<file path="src/rtl/instr_mem.sv">
// Instruction memory for fetch, filled at run time by a byte-serial loader.
// Fetch latency: 1 cycle (registered read); load throughput 1 byte per cycle.
// Backpressure: stall holds instr/instr_valid and blocks fetches; load_ready is high only in LOAD.
module instr_mem #(
  parameter int DATA_W = 16,
  parameter int ADDR_W = 6
) (
  input  logic              clk,
  input  logic              rst,
  input  logic              load_start,
  input  logic              load_valid,
  input  logic [7:0]        load_byte,
  input  logic              load_last,
  output logic              load_ready,
  output logic              load_done,
  output logic              load_err,
  input  logic              fetch_valid,
  input  logic [ADDR_W-1:0] pc,
  output logic              fetch_ready,
  input  logic              stall,
  output logic [DATA_W-1:0] instr,
  output logic              instr_valid
);

  localparam int NBYTES = DATA_W / 8;
  localparam int DEPTH  = 2 ** ADDR_W;
  localparam int BIDX_W = (NBYTES > 1) ? $clog2(NBYTES) : 1;

  typedef enum logic {RUN = 1'b0, LOAD = 1'b1} state_t;

  state_t              state;
  logic [DATA_W-1:0]   mem [DEPTH];
  // One extra bit so the pointer can rest at DEPTH instead of wrapping to word 0.
  logic [ADDR_W:0]     wptr;
  logic [BIDX_W-1:0]   bidx;
  logic [DATA_W-1:0]   asm_q;
  logic [DATA_W-1:0]   asm_next;
  logic                accept;
  logic                full;
  logic                last_lane;
  logic                word_wr;

  assign load_ready  = (state == LOAD);
  assign fetch_ready = (state == RUN) && !stall;
  // A coincident load_start wins, so the byte on that cycle is dropped.
  assign accept      = load_valid && load_ready && !load_start;
  assign full        = (wptr == (ADDR_W+1)'(DEPTH));
  assign last_lane   = (bidx == BIDX_W'(NBYTES - 1));
  assign word_wr     = accept && !full && (last_lane || load_last);

  // Merge the incoming byte into its lane; lanes above bidx are still zero,
  // so a short final word is zero-padded for free.
  always_comb begin
    asm_next = asm_q;
    for (int i = 0; i < NBYTES; i++) begin
      if (bidx == BIDX_W'(i)) asm_next[8*i +: 8] = load_byte;
    end
  end

  // Loader FSM: pointer, byte index, assembly register and sticky status.
  always_ff @(posedge clk or posedge rst) begin
    if (rst) begin
      state     <= RUN;
      wptr      <= '0;
      bidx      <= '0;
      asm_q     <= '0;
      load_done <= 1'b0;
      load_err  <= 1'b0;
    end else if (load_start) begin
      state     <= LOAD;
      wptr      <= '0;
      bidx      <= '0;
      asm_q     <= '0;
      load_done <= 1'b0;
      load_err  <= 1'b0;
    end else if (accept) begin
      if (full) begin
        load_err <= 1'b1;
      end else if (last_lane || load_last) begin
        wptr  <= wptr + (ADDR_W+1)'(1);
        bidx  <= '0;
        asm_q <= '0;
      end else begin
        bidx  <= bidx + BIDX_W'(1);
        asm_q <= asm_next;
      end
      if (load_last) begin
        state     <= RUN;
        load_done <= 1'b1;
      end
    end
  end

  // Memory array write port; contents are deliberately not reset.
  always_ff @(posedge clk) begin
    if (word_wr) mem[wptr[ADDR_W-1:0]] <= asm_next;
  end

  // Registered fetch with stall hold; valid drops when nothing is fetched.
  always_ff @(posedge clk or posedge rst) begin
    if (rst) begin
      instr       <= '0;
      instr_valid <= 1'b0;
    end else if (fetch_valid && fetch_ready) begin
      instr       <= mem[pc];
      instr_valid <= 1'b1;
    end else if (!stall) begin
      instr_valid <= 1'b0;
    end
  end

endmodule

</file>
<file path="config.mk">
export PLATFORM = sky130hd
export DESIGN_NAME = instr_mem
export DESIGN_NICKNAME = d
export VERILOG_FILES = /design/src/rtl/instr_mem.sv
export SDC_FILE = /design/constraint.sdc
export NUM_CORES = 1
export LEC_CHECK = 0
export ABC_AREA = 0
export CORE_UTILIZATION = 35
export CTS_CLUSTER_SIZE = 8
export DETAILED_ROUTE_END_ITERATION = 10
export HOLD_SLACK_MARGIN = 0.08
export SETUP_SLACK_MARGIN = 0.05
export SLEW_MARGIN = 10
export SYNTH_ARGS = -nofsm -noshare
export SYNTH_HDL_FRONTEND = slang
export SYNTH_SLANG_ARGS = --single-unit
</file>
<file path="constraint.sdc">
create_clock -name clk -period 10 [get_ports clk]
set_clock_uncertainty 0.2 [all_clocks]
set_input_delay 2 -clock clk [delete_from_list [all_inputs] [get_ports clk]]
set_output_delay 2 -clock clk [all_outputs]
set_load 0.01 [all_outputs]
</file>
Word-level counts from Yosys, hierarchy flattened. Memories as Yosys holds them, arrays and structs flattened. A register that Yosys moved wholly into a read port is not among the register bits. Cells that the tools add are included.

Bits in read-only memories: 0. Output and inout port bits: 21. Logic and storage cells: 59. Memories kept: 1. Register bits after elaboration: 28. RAM bits: 1024. Bits in latches: 0.

Memory list: mem (words 64, width 16, read ports 1, clocked after Yosys merged registers in 1, wr ports 1, RTL line 32) `logic [DATA_W-1:0] mem [DEPTH];`.

Shift-type cells: 0. $mul: 0. $add $sub $neg: 2. Divide/modulo/power cells: 0. Bitwise logic cells: 1. Mux-type cells: 27. Magnitude comparators: 0. Reductions and logical operators: 18. Equal/unequal tests: 3.

Operators with widths (count): $mux 16 (4); $mux 7 (4); $mux 1 (17); $mux 8 (2); $reduce_bool 2->1 (4); $add 7x1->7 const B (1); $eq 7x7->1 const B (1); $logic_and 1x1->1 (6); $reduce_and 2->1 (3); $logic_not 1->1 (3); $reduce_and 3->1 (1); $ne 2x1->1 const B (1); $ne 2x2->1 const B (1); $add 1x1->1 const B (1); $logic_or 1x1->1 (1); $not 1->1 (1).

Depth between registers and ports, before layout.
Word-level depth: 6. Mapped depth: 11. Gate-level depth less buffers: 8.

Least setup slack after synthesis. Ideal clock, no wire load.

Kind: input to output. Start: in stall. End: out fetch_ready. Path slack: 5.583 ns. Data required time: 7.800 ns. Cell stages on the path: 1. Arrival time: 2.217 ns. Path through: nor2_1.

Word-level cells in the longest chain between the ends: 2.

RTL lines: start: declaration (RTL line 20) `input logic stall,`; $logic_not 1->1; $logic_and 1x1->1 (RTL line 44) `assign fetch_ready = (state == RUN) && !stall;`; end: declaration (RTL line 19) `output logic fetch_ready,`.

Every way passes these cells.

Worst setup path in the final report. Same ends and word-level chain as after synthesis.

==> metrics.txt <==
status finished, final reports clean; Yosys warnings 0; initial antenna violation count 5; RePlAce Congestion 0.822; Mapped Cells 2036; # rows 125; fin crit period 5.38 ns; final hold slack 0.283 ns; Pwr per Cell Area 210 nW/um2; final wirelength 104 mm; Filler cells 9988; Pre-antenna DRT Iters 5; Setup-failing EPs final 0; initial core utilization 35.5%; R2R Path Start wptr[1]; WS Path Type in -> out; clock tree buffer depth 3; period utilization 53.8%; Final Hold Viols 0; DR WL/cell 27.3 um; Crit. End Element output pin; CTS tree built; Tot GR Track Use 17.2%; Pins Over Slew Limit 0; vias in the first global route 21200; area of the core 117000 um2; cell area after layout 48200 um2; area delta synth->final 16.3%; Max Clk Rate 186 MHz; Synth async-reset ratio 4.12%; leak pwr 16.2 nW; peak supply drop 149 uV; area of the multi-input gates 9010 um2; IO Port Bufs 41; htree depth 4; drt drc 0; max-slew headroom at the worst pin 20.4%; vias 20700; Clock Sinks 1068; DIE WIDTH 346 um; worst reg2reg endpoint mem[61][6]; DP HPWL 59.3 mm; Final nets 2233; Area after DPL 44000 um2; clock root cell clkbuf_16; number of synthesized flops with an enable pin 1024; Tightest Hold Check Type reg -> reg; Setup crit start kind input pin; Register-to-Register Path Depth 8; Ports 42; worst skew pair latency 0.74 ns; Hold Path Origin asm_q[6]; setup_tns 0 ns; number of vias per cell 5.46; Seq/Total Area, Yosys 76.8%; CTS Buf Count 151; largest net degree at the start of global routing 103; DRT antenna net count 0; Critical Path RT 7.80 ns; hold path depth 2; Worst R2R Setup Slack 5.87 ns; hold_buf cts 0; Hold Path Sink asm_q[6]; syn avg cell area 20.4 um2; DRT iter0 DRCs 2169; die area 120000 um2; post-CTS setup buffer count 0; #FFs+latches synth 1068; syn_nets 2059; CTS resizes 0; Worst Tran Pin Value 1.19 ns; Storage cell area 31900 um2; mapped cell area 41500 um2; RSZ-0062 raised after global routing no; # Max-Cap Violations 0; die height 346 um; layout cells sized above 1 20.4%; Clock transition at path regs 0.05 ns; prevailing post-synth register cell edfxtp_1; critical path arrival 3.18 ns; critical path peak fanout 3; grt ovf 0; first-pass GRT wire length 149 mm; Netlist cell types 47
-- flip-flops by register name, summed over array words and instances, names as in the netlist --
| name | cells |
|---|---|
| mem | 1024 |
| asm_q | 16 |
| instr | 16 |
| wptr | 7 |
| bidx | 1 |
| instr_valid | 1 |
| load_done | 1 |
| load_err | 1 |
| load_ready | 1 |
-- worst max-delay path: stages --
cell             delay [ns]
clkdlybuf4s50_1        0.43
nor2_1                 0.18
clkdlybuf4s50_1        0.58
-- layout make-up --
class                      instances  area share (%)
antenna                            4          0.0208
tap                             1524            3.96
clock inverter                    13           0.441
inverter                           3          0.0234
multi-input combinational        845            18.7
timing repair buffer             141            2.50
clock buffer                     198            8.29
sequential                      1068            66.1
-- kinds of logic (layout without fill, tap and decap cells) --
logic type / count (synthesis) / after routing / share of synthesized area [%]
other cells: 0 / 4 / 0
simple gates: 180 / 180 / 1.98
mux: 416 / 416 / 15.1
xor+xnor: 5 / 5 / 0.106
buf+inv: 123 / 355 / 1.57
flops: 1068 / 1068 / 76.8
compound gates: 242 / 242 / 4.32
fa+ha+maj: 2 / 2 / 0.0604
-- layout by cell type (no fill, tap or decap), types with 4 or more instances in the layout --
master,n
edfxtp_1,1024
and2_1,8
mux4_2,142
a22oi_1,80
buf_4,96
o211ai_1,16
o21ai_0,26
clkbuf_16,153
a221o_1,16
clkdlybuf4s50_1,38
buf_8,4
nand3_1,25
diode_2,4
clkbuf_1,45
mux4_1,18
a2111oi_0,16
nor2_2,9
a31oi_1,17
o22ai_1,16
a211oi_1,32
clkinv_8,5
nor2_1,74
mux2i_1,224
dfrtp_1,44
a22o_1,16
nor2b_1,16
mux2_2,30
nand2_1,27
-- how the worst max path moves through the flow --
stage	from	end	slack [ns]	cells past startpoint
3_5_place_dp	pc[0]	instr[6]	3.98	7
2_1_floorplan	stall	fetch_ready	5.58	1
5_1_grt	load_valid	mem[61][6]	4.55	7
6_report	stall	fetch_ready	4.62	3
4_1_cts	stall	fetch_ready	4.62	3
3_3_place_gp	load_valid	mem[6][13]	3.74	7
-- report_power, final --
group / switching, mW / leakage, nW / internal (mW) / total, mW
Clock: 1.80 / 2.03 / 2.77 / 4.56
Sequential: 0.0542 / 10.2 / 4.97 / 5.02
Combinational: 0.328 / 3.96 / 0.188 / 0.517
-- per-layer routing --
| layer | GRT usage (%) | routed length [um] | share of wire (%) | up-vias |
|---|---|---|---|---|
| met3 | 4.09 | 7060 | 6.8 | 186 |
| met1 | 23.1 | 43900 | 42 | 11000 |
| met2 | 26.4 | 48600 | 47 | 700 |
| met5 | 0 | 13 | 0.013 | - |
| met4 | 7.83 | 3920 | 3.8 | 2 |
| li1 | - | - | - | 8801 |
-- Yosys cell counts (all sizes together), types with 17 or more instances --
cell | instances | share of area (%)
a31oi | 17 | 0.26
nor2b | 19 | 0.29
edfxtp | 1024 | 74
mux2i | 224 | 5.4
a22oi | 80 | 1.4
o21ai | 26 | 0.31
mux4 | 160 | 8.9
clkbuf | 44 | 0.41
a211oi | 33 | 0.61
buf | 76 | 1.1
nand2 | 28 | 0.25
nor2 | 84 | 0.77
nand3 | 25 | 0.30
dfrtp | 44 | 2.7
mux2 | 32 | 0.87
-- stage by stage --
stage | util (%) | setup slack, ns | cells | total power [mW]
floorplan | - | 5.58 | 2036 | 5.36
global placement | 37.6 | 3.74 | 3578 | 5.61
detailed placement | 37.6 | 3.98 | 3581 | 5.62
CTS | 41.2 | 4.62 | 3792 | 10.2
global route | 41.3 | 4.55 | 3792 | 10.4
finish | 41.3 | 4.62 | 3796 | 10.1
(Power assumes the default switching activity.)
